===== src/rtl/guvm_wb_resp_pkg.sv =====
// Shared types and constants for the GUVM wishbone instruction responder.
// Holds the responder FSM state type, default read-beat fill constants and the
// helper that assembles a 128-bit read beat.
package guvm_wb_resp_pkg;

  typedef enum logic [1:0] {
    StIdle = 2'd0,
    StWait = 2'd1,
    StAck  = 2'd2
  } resp_state_e;

  localparam logic [95:0] DefaultFill    = 96'hF0081003F0081003F0081003;
  localparam logic [31:0] DefaultNopWord = 32'hF0081003;

  // Wide enough for ACK_LATENCY values 0..7.
  localparam int unsigned LatCntW = 3;

  function automatic logic [127:0] read_beat(logic [95:0] fill, logic [31:0] word);
    return {fill, word};
  endfunction

endpackage


===== src/rtl/guvm_inst_fifo.sv =====
// Synchronous 32-bit instruction FIFO.
// Ports:
//   clk_i, rst_ni      clock, synchronous active-low reset
//   push_i, wdata_i    write request and data (ignored when full)
//   pop_i, rdata_o     read request (ignored when empty), head word
//   count_o            occupancy 0..Depth
//   empty_o, full_o    status flags
// A push into an empty FIFO is only visible from the next cycle (no bypass).
module guvm_inst_fifo #(
  parameter int unsigned Depth = 8,
  localparam int unsigned PtrW = $clog2(Depth),
  localparam int unsigned CntW = $clog2(Depth + 1)
) (
  input  logic            clk_i,
  input  logic            rst_ni,
  input  logic            push_i,
  input  logic [31:0]     wdata_i,
  input  logic            pop_i,
  output logic [31:0]     rdata_o,
  output logic [CntW-1:0] count_o,
  output logic            empty_o,
  output logic            full_o
);

  logic [31:0]     mem_q [Depth];
  logic [PtrW-1:0] wr_ptr_q, wr_ptr_d;
  logic [PtrW-1:0] rd_ptr_q, rd_ptr_d;
  logic [CntW-1:0] count_q, count_d;
  logic            push_ok, pop_ok;

  always_comb begin
    empty_o = (count_q == '0);
    full_o  = (count_q == CntW'(Depth));
    push_ok = push_i & ~full_o;
    pop_ok  = pop_i & ~empty_o;

    // Depth is a power of two, so pointer overflow is the modulo wrap.
    wr_ptr_d = push_ok ? wr_ptr_q + PtrW'(1) : wr_ptr_q;
    rd_ptr_d = pop_ok ? rd_ptr_q + PtrW'(1) : rd_ptr_q;

    count_d = count_q;
    case ({push_ok, pop_ok})
      2'b10:   count_d = count_q + CntW'(1);
      2'b01:   count_d = count_q - CntW'(1);
      default: count_d = count_q;
    endcase
  end

  always_ff @(posedge clk_i) begin
    if (!rst_ni) begin
      wr_ptr_q <= '0;
      rd_ptr_q <= '0;
      count_q  <= '0;
    end else begin
      wr_ptr_q <= wr_ptr_d;
      rd_ptr_q <= rd_ptr_d;
      count_q  <= count_d;
    end
  end

  // Storage needs no reset: the pointers define which entries are live.
  always_ff @(posedge clk_i) begin
    if (push_ok) begin
      mem_q[wr_ptr_q] <= wdata_i;
    end
  end

  assign rdata_o = mem_q[rd_ptr_q];
  assign count_o = count_q;

endmodule


===== src/rtl/guvm_wb_inst_responder.sv =====
// Wishbone slave responder feeding the core's instruction/data port.
// Ports:
//   i_clk, i_rst_n                 clock, synchronous active-low reset
//   i_inst_valid/i_inst/o_inst_ready  driver push interface into the FIFO
//   i_wb_*                          core wishbone master outputs
//   o_wb_dat/o_wb_ack/o_wb_err      responses to the core (err tied low)
//   o_wr_valid/adr/sel/dat          one-cycle capture record of core writes
//   o_fifo_count, o_underflow       occupancy and sticky empty-read flag
// Each request is acked ACK_LATENCY+1 cycles after it is first presented.
// Reads return {FILL, head} and pop, or {FILL, NOP_WORD} when empty.
module guvm_wb_inst_responder
  import guvm_wb_resp_pkg::*;
#(
  parameter int unsigned DEPTH       = 8,
  parameter int unsigned ACK_LATENCY = 1,
  parameter logic [95:0] FILL        = DefaultFill,
  parameter logic [31:0] NOP_WORD    = DefaultNopWord
) (
  input  logic                         i_clk,
  input  logic                         i_rst_n,
  input  logic                         i_inst_valid,
  input  logic [31:0]                  i_inst,
  output logic                         o_inst_ready,
  input  logic [31:0]                  i_wb_adr,
  input  logic [15:0]                  i_wb_sel,
  input  logic                         i_wb_we,
  input  logic                         i_wb_cyc,
  input  logic                         i_wb_stb,
  input  logic [127:0]                 i_wb_dat,
  output logic [127:0]                 o_wb_dat,
  output logic                         o_wb_ack,
  output logic                         o_wb_err,
  output logic                         o_wr_valid,
  output logic [31:0]                  o_wr_adr,
  output logic [15:0]                  o_wr_sel,
  output logic [127:0]                 o_wr_dat,
  output logic [$clog2(DEPTH+1)-1:0]   o_fifo_count,
  output logic                         o_underflow
);

  localparam logic [LatCntW-1:0] AckLat = LatCntW'(ACK_LATENCY);

  resp_state_e        state_q, state_d;
  logic [LatCntW-1:0] lat_q, lat_d;
  logic [31:0]        adr_q, adr_d;
  logic [15:0]        sel_q, sel_d;
  logic               we_q, we_d;
  logic [127:0]       dat_q, dat_d;
  logic [127:0]       wb_dat_q, wb_dat_d;
  logic [31:0]        wr_adr_q, wr_adr_d;
  logic [15:0]        wr_sel_q, wr_sel_d;
  logic [127:0]       wr_dat_q, wr_dat_d;
  logic               underflow_q, underflow_d;

  logic        fifo_pop;
  logic [31:0] fifo_head;
  logic        fifo_empty;
  logic        fifo_full;
  logic        ack;
  logic        wr_valid;

  guvm_inst_fifo #(
    .Depth (DEPTH)
  ) u_fifo (
    .clk_i   (i_clk),
    .rst_ni  (i_rst_n),
    .push_i  (i_inst_valid),
    .wdata_i (i_inst),
    .pop_i   (fifo_pop),
    .rdata_o (fifo_head),
    .count_o (o_fifo_count),
    .empty_o (fifo_empty),
    .full_o  (fifo_full)
  );

  always_comb begin
    state_d     = state_q;
    lat_d       = lat_q;
    adr_d       = adr_q;
    sel_d       = sel_q;
    we_d        = we_q;
    dat_d       = dat_q;
    wb_dat_d    = wb_dat_q;
    wr_adr_d    = wr_adr_q;
    wr_sel_d    = wr_sel_q;
    wr_dat_d    = wr_dat_q;
    underflow_d = underflow_q;
    fifo_pop    = 1'b0;
    ack         = 1'b0;
    wr_valid    = 1'b0;
    o_wb_dat    = wb_dat_q;
    o_wr_adr    = wr_adr_q;
    o_wr_sel    = wr_sel_q;
    o_wr_dat    = wr_dat_q;

    case (state_q)
      StIdle: begin
        if (i_wb_cyc && i_wb_stb) begin
          adr_d   = i_wb_adr;
          sel_d   = i_wb_sel;
          we_d    = i_wb_we;
          dat_d   = i_wb_dat;
          lat_d   = AckLat;
          state_d = (AckLat == '0) ? StAck : StWait;
        end
      end
      StWait: begin
        if (!i_wb_cyc) begin
          // Master gave up: drop the request without side effects.
          state_d = StIdle;
        end else begin
          lat_d = lat_q - LatCntW'(1);
          if (lat_q <= LatCntW'(1)) begin
            state_d = StAck;
          end
        end
      end
      StAck: begin
        state_d = StIdle;
        ack     = 1'b1;
        if (we_q) begin
          wr_valid = 1'b1;
          o_wr_adr = adr_q;
          o_wr_sel = sel_q;
          o_wr_dat = dat_q;
          wr_adr_d = adr_q;
          wr_sel_d = sel_q;
          wr_dat_d = dat_q;
        end else begin
          // Beat is shown combinationally in the ack cycle and held afterwards.
          o_wb_dat = read_beat(FILL, fifo_empty ? NOP_WORD : fifo_head);
          wb_dat_d = o_wb_dat;
          fifo_pop = ~fifo_empty;
          if (fifo_empty) begin
            underflow_d = 1'b1;
          end
        end
      end
      default: state_d = StIdle;
    endcase
  end

  always_ff @(posedge i_clk) begin
    if (!i_rst_n) begin
      state_q     <= StIdle;
      lat_q       <= '0;
      adr_q       <= '0;
      sel_q       <= '0;
      we_q        <= 1'b0;
      dat_q       <= '0;
      wb_dat_q    <= '0;
      wr_adr_q    <= '0;
      wr_sel_q    <= '0;
      wr_dat_q    <= '0;
      underflow_q <= 1'b0;
    end else begin
      state_q     <= state_d;
      lat_q       <= lat_d;
      adr_q       <= adr_d;
      sel_q       <= sel_d;
      we_q        <= we_d;
      dat_q       <= dat_d;
      wb_dat_q    <= wb_dat_d;
      wr_adr_q    <= wr_adr_d;
      wr_sel_q    <= wr_sel_d;
      wr_dat_q    <= wr_dat_d;
      underflow_q <= underflow_d;
    end
  end

  // An ack cycle coinciding with reset is discarded.
  assign o_wb_ack     = ack & i_rst_n;
  assign o_wr_valid   = wr_valid & i_rst_n;
  assign o_wb_err     = 1'b0;
  assign o_inst_ready = ~fifo_full;
  assign o_underflow  = underflow_q;

endmodule

===== config.mk =====
export PLATFORM = sky130hd
export DESIGN_NAME = guvm_wb_inst_responder
export DESIGN_NICKNAME = d
export VERILOG_FILES = /design/src/rtl/guvm_wb_resp_pkg.sv /design/src/rtl/guvm_inst_fifo.sv /design/src/rtl/guvm_wb_inst_responder.sv
export SDC_FILE = /design/constraint.sdc
export NUM_CORES = 1
export LEC_CHECK = 0
export CAP_MARGIN = 10
export CORE_MARGIN = 2
export CORE_UTILIZATION = 25
export CTS_CLUSTER_DIAMETER = 60
export DETAILED_ROUTE_END_ITERATION = 10
export MAX_ROUTING_LAYER = met4
export REMOVE_ABC_BUFFERS = 1
export SYNTH_ARGS = -nofsm -noshare
export SYNTH_HDL_FRONTEND = slang
export SYNTH_SLANG_ARGS = --single-unit
export TNS_END_PERCENT = 10

===== constraint.sdc =====
create_clock -name i_clk -period 4.7 [get_ports i_clk]
set_input_delay 0.705 -clock i_clk [delete_from_list [all_inputs] [get_ports i_clk]]
set_output_delay 0.705 -clock i_clk [all_outputs]
set_load 0.05 [all_outputs]

==> summary.txt, run 1 <==
Placed design
  – Placer Congestion: 0.754
  – Port bufs: 525
  – Placement-stage worst setup slack: 1.21 ns
  – Post-Place Cells: 4,218
  – Detail Placement HPWL: 48.5 mm

STA
  – Final period utilization: 0.876
  – Unrepaired setup endpoints after global routing: false
  – Hold Slack: 0.406 ns
  – Slew @ Worst Pin: 0.946 ns
  – Final setup fails: 0
  – Fmax: 243 MHz
  – Final Hold Vio Count: 0
  – Worst clock skew: 0.0410 ns
  – Pins Over Slew Limit: 0
  – Tmin final: 4.12 ns
  – Setup_tns: 0 ns
  – Max-slew headroom: 0.369
  – Final worst setup slack: 0.581 ns

Layout
  – Share of cells above drive strength 1: 0.129
  – Area Overhead vs Synth: 34.3%
  – Utilization after layout: 0.338
  – Seq. cell area: 17,700 um2
  – Area of the multi-input gates: ~10,000 um2
  – Commonest non-fill, non-tap cell in the layout: clkdlybuf4s50_1
  – Most frequent cells in the layout: clkdlybuf4s50_1 (524), dfxtp_1 (497), nand2_1 (414)
  – Finished Layout Cells: 4,385
  – Layout filler cell count: 11,326
  – Nets: 3,016

Global route
  – M2 GR Usage: 0.206
  – Initial antenna violation count: 11
  – Grt ovf: 0
  – Largest net degree at the start of global routing: around 110
  – Met3 GRT Util: 0.0401
  – Vias in the first global route: 18,205
  – First-pass GRT wire length: 113 mm
  – Total GRT Usage: 0.128
  – Met1 usage: 0.153
  – GRT Max-Usage Layer: met2

Detailed routing
  – Vias per std cell: roughly 4.2
  – Post-route ant nets: 0
  – DRC: 0
  – Post-Route WL: 75.9 mm
  – Drt first-iter violations: 867
  – DR WL/cell: 17.3 um
  – Vias: 18,247
  – Drt pass-1 iters: 5

CTS
  – Post-cts sizing count: 0
  – Reg clk slew, reported paths: 0.06 ns
  – Clock latency on the worst-skew pair: about 0.66 ns
  – # hold bufs at CTS: 0
  – CTS sink count: between 700 and 800
  – CTS tree: built
  – Post-CTS setup repair buffer count: 0
  – CTS root buf: clkbuf_16
  – H-Tree Depth: 3
  – Num CTS Buffers: between 80 and 90
  – CTS Buffer Depth: 3

Logic synthesis
  – Count of cell types in the netlist: 46
  – Yosys warning count: 0
  – Post-Syn Instances: 2,305
  – Seq/Total Area, Yosys: 0.615
  – Synth Cell Area: roughly 29,000 um2
  – Top-area cell type share of the netlist area: 0.348
  – Synth area leader: dfxtp_1
  – Synth area leaders: dfxtp_1 (35%), edfxtp_1 (27%), and2_1 (6.3%)
  – #FFs+latches synth: 756
  – Syn avg cell area: 12.5 um2

Floorplan
  – Placement row count: 124
  – Die ar.: about 120,000 um2
  – CORE AREA: 114,000 um2
  – Initial Util: 0.252
  – Total I/O pin count: about 530
  – Die Ht: roughly 340 um
  – Chip width: 343 um

Power
  – Power Density: 377 nW/um2
  – Peak supply drop: 288 uV
  – LEAKAGE: 14.4 nW

Setup path
  – Crit Path Category: reg -> out
  – Worst path required time: 3.99 ns
  – CP Max Fanout: 28
  – Slowest CP cell: clkdlybuf4s50_1
  – Bufs and invs on worst path: 2
  – CP delay by family, top: buffers and inverters
  – Worst Setup Start Kind: register
  – Endpoint class of the critical path: output pin
  – Crit-path cells: buf_12 -> mux4_2 -> mux2i_1 -> o21ai_1 -> clkdlybuf4s50_1
  – Arrival time worst endpoint: 3.41 ns
  – Crit path largest cell delay: 0.79 ns

Outcome
  – Status: finished, final reports clean

Job
  – Max Cap Viol: 0

Worst hold path
  – Min-delay worst type: in -> reg
-- sequential cells by signal (all words and copies together), names as in the netlist, 2 cells and up, named ones only --
register and flops:
u_fifo.rd_ptr_q 3, state_q 2, lat_q 3, dat_q 128, u_fifo.mem_q 256, wr_dat_q 128, sel_q 16, u_fifo.count_o 4
u_fifo.wr_ptr_q 3, adr_q 32, wb_dat_q 128, wr_adr_q 32, wr_sel_q 16
-- final timing paths --
check / from / endpoint / slack [ns] / cells after the start
setup / recovery: register / o_wb_dat[13] / 0.58 / 5
hold / removal: i_rst_n / lat_q[0] / 0.41 / 3
setup reg to reg: u_fifo.count_o[0] / u_fifo.count_o[2] / 1.67 / 10
hold reg to reg: dat_q[4] / dat_q[4] / 0.45 / 2
-- routing by layer --
layer	vias up	routed length [um]
met1	8700	32100
met3	128	6110
met5	-	0
met4	0	1990
li1	8897	-
met2	522	35700
-- cell usage after synthesis, drive strengths merged --
cell type,number
a21boi,181
a21oi,11
and2,289
and3,74
and3b,1
buf,60
clkbuf,105
conb,1
dfxtp,500
edfxtp,256
ha,7
inv,3
mux2,176
mux2i,35
mux4,64
nand2,417
nand2b,27
nand3,4
nand4bb,1
nor2,12
nor2b,4
nor3,6
nor3b,1
nor4,2
nor4b,1
nor4bb,2
o21ai,52
o31ai,1
or3,1
or3b,1
or4,1
or4b,1
xnor2,6
xor2,2
-- logic make-up after synthesis --
kind of cell,Yosys count,synth area share
simple gates,845,0.147
buf+inv,168,0.0286
compound gates,245,0.0595
other cells,1,0.000130
flops,756,0.615
fa+ha+maj,7,0.00304
mux,275,0.144
xor+xnor,8,0.00243
-- report_power, final --
| group | switching (W) | internal [W] |
|---|---|---|
| clock network | 0.00279 | 0.00411 |
| logic | 0.000381 | 0.000327 |
| registers | 0.0000597 | 0.00689 |
-- through the flow --
step	power, W	area [um2]
6_report	0.0146	38600
5_1_grt	0.0151	38600
4_1_cts	0.0148	38600
3_5_place_dp	0.00782	35700
3_3_place_gp	0.00781	35700
2_1_floorplan	0.00742	28000
-- final cells by class --
cell class                 count  share of cell area
sequential                   756               0.458
antenna                       10            0.000648
timing repair buffer         566               0.148
multi-input combinational   1381               0.268
clock buffer                 124              0.0633
tap                         1512              0.0490
clock inverter                33              0.0130
inverter                       3            0.000291
-- tightest hold or removal path, cell delays in order --
cell and delay [ns]:
buf_8 0.15, nand2_1 0.09, nor2_1 0.03
Power figures use the tool's default switching activity.
==> run 2, diff against run 1 <==
CORE_ASPECT_RATIO = 1.2   (was default)
CORE_MARGIN = default   (was 2)
CORE_UTILIZATION = 30   (was 25)
==> summary.txt, run 2 (synthesis gave the netlist of run 1 again) <==
Outcome
  – Status: finished, final reports clean

CTS
  – CTS root buf: clkbuf_16
  – Num CTS Buffers: 84
  – CTS Buffer Depth: 3
  – # hold bufs at CTS: 0
  – Post-cts sizing count: 0
  – CTS tree: built
  – H-Tree Depth: 3
  – Reg clk slew, reported paths: about 0.060 ns
  – Clock latency on the worst-skew pair: 0.66 ns
  – CTS sink count: ~760
  – Post-CTS setup repair buffer count: 0

Power
  – Total Power: 0.0142 W
  – Peak supply drop: roughly 260 uV
  – Power Density: between 300 and 400 nW/um2
  – LEAKAGE: between 10 and 15 nW

Detailed routing
  – DR WL/cell: 17.7 um
  – Vias per std cell: 4.42
  – Drt pass-1 iters: 5
  – Vias: 18,275
  – Post-Route WL: around 73 mm
  – Drt first-iter violations: about 970
  – Post-route ant nets: 0
  – DRC: 0

Setup path
  – Worst path required time: between 3 and 4 ns
  – Crit path largest cell delay: approximately 0.76 ns
  – Arrival time worst endpoint: 3.35 ns
  – Crit Path Category: reg -> out
  – Endpoint class of the critical path: output pin
  – Crit-path cells: buf_4 -> mux4_2 -> mux2i_1 -> o21ai_1 -> clkdlybuf4s50_1
  – Slowest CP cell: clkdlybuf4s50_1
  – CP delay by family, top: buffers and inverters
  – Bufs and invs on worst path: 2
  – Worst Setup Start Kind: register
  – CP Max Fanout: 23

Placed design
  – Placement-stage worst setup slack: 1.24 ns
  – Placer Congestion: 0.776
  – Port bufs: 525
  – Dpl cell area: 35,300 um2
  – Detail Placement HPWL: 47.6 mm

Layout
  – Utilization after layout: 0.401
  – Most frequent cells in the layout: clkdlybuf4s50_1 (524), dfxtp_1 (497), nand2_1 (414)
  – Nets: 3,013
  – Commonest non-fill, non-tap cell in the layout: clkdlybuf4s50_1
  – Area Overhead vs Synth: 32.6%
  – Max FFs per register: ~260
  – Design Area, Final: 38,200 um2
  – Share of cells above drive strength 1: 0.130
  – Reg with most FFs: u_fifo.mem_q

STA
  – Final setup fails: 0
  – Max-slew headroom: 0.413
  – Final worst setup slack: 0.647 ns
  – Pins Over Slew Limit: 0
  – Fmax: 247 MHz
  – Hold Slack: 0.448 ns
  – Tmin final: ~4.1 ns
  – Slew @ Worst Pin: 0.879 ns
  – Unrepaired setup endpoints after global routing: false
  – Final period utilization: 0.862
  – Final Hold Vio Count: 0
  – Worst clock skew: around 0.046 ns

Floorplan
  – Placement row count: 124
  – Die Ht: 341 um
  – Die ar.: 97,200 um2
  – Chip width: 285 um
  – CORE AREA: ~95,000 um2
  – Total I/O pin count: between 500 and 600
  – Initial Util: 0.303

Global route
  – Vias in the first global route: 17,905
  – First-pass GRT wire length: between 100 and 150 mm
  – Total GRT Usage: 0.151
  – Initial antenna violation count: 21
  – Largest net degree at the start of global routing: 206
  – Grt ovf: 0

Worst hold path
  – Min-delay worst type: in -> reg

Job
  – Max Cap Viol: 0
-- run 2: routing by layer --
layer  track usage  up-vias  routed length (um)
met5             -        -                   0
met4        0.0570        0                2220
met3        0.0444      124                5590
met2         0.242      492               35000
met1         0.177     8764               30300
li1              -     8895                   -
-- run 2: where the power goes --
group | internal [W] | switching, W
clock | 0.00380 | 0.00277
sequential | 0.00689 | 0.0000589
combinational | 0.000325 | 0.000380
-- run 2: metrics by stage --
step / setup TNS, ns / cells
finish: 0 / 4139
detailed placement: 0 / 3966
global route: 0 / 4138
CTS: 0 / 4118
global placement: 0 / 3966
floorplan: -2314.36 / 2140
-- run 2: worst reg2reg max path: stages (launching register included) --
cell	delay, ns
dfxtp_1	0.38
or4_4	0.57
nand2_4	0.37
inv_2	0.27
ha_1	0.32
xor2_1	0.17
ha_1	0.18
a21oi_1	0.15
xor2_1	0.09
or3_1	0.30
a21boi_0	0.16
-- run 2: worst paths after layout --
path / from / to / slack (ns) / cells past startpoint
min reg2reg: sel_q[8] / sel_q[8] / 0.45 / 2
max: register / o_wb_dat[8] / 0.65 / 5
min: i_rst_n / dat_q[117] / 0.45 / 2
max reg2reg: u_fifo.count_o[0] / u_fifo.count_o[2] / 1.66 / 10
-- run 2: area by class of cell --
cell class | instances | area (um2)
antenna | 21 | 52.6
fill | 9097 | 56900
tap | 1260 | 1580
sequential | 756 | 17700
inverter | 3 | 11.3
timing repair buffer | 566 | 5640
clock buffer | 118 | 2400
multi-input combinational | 1381 | 10400
clock inverter | 34 | 409
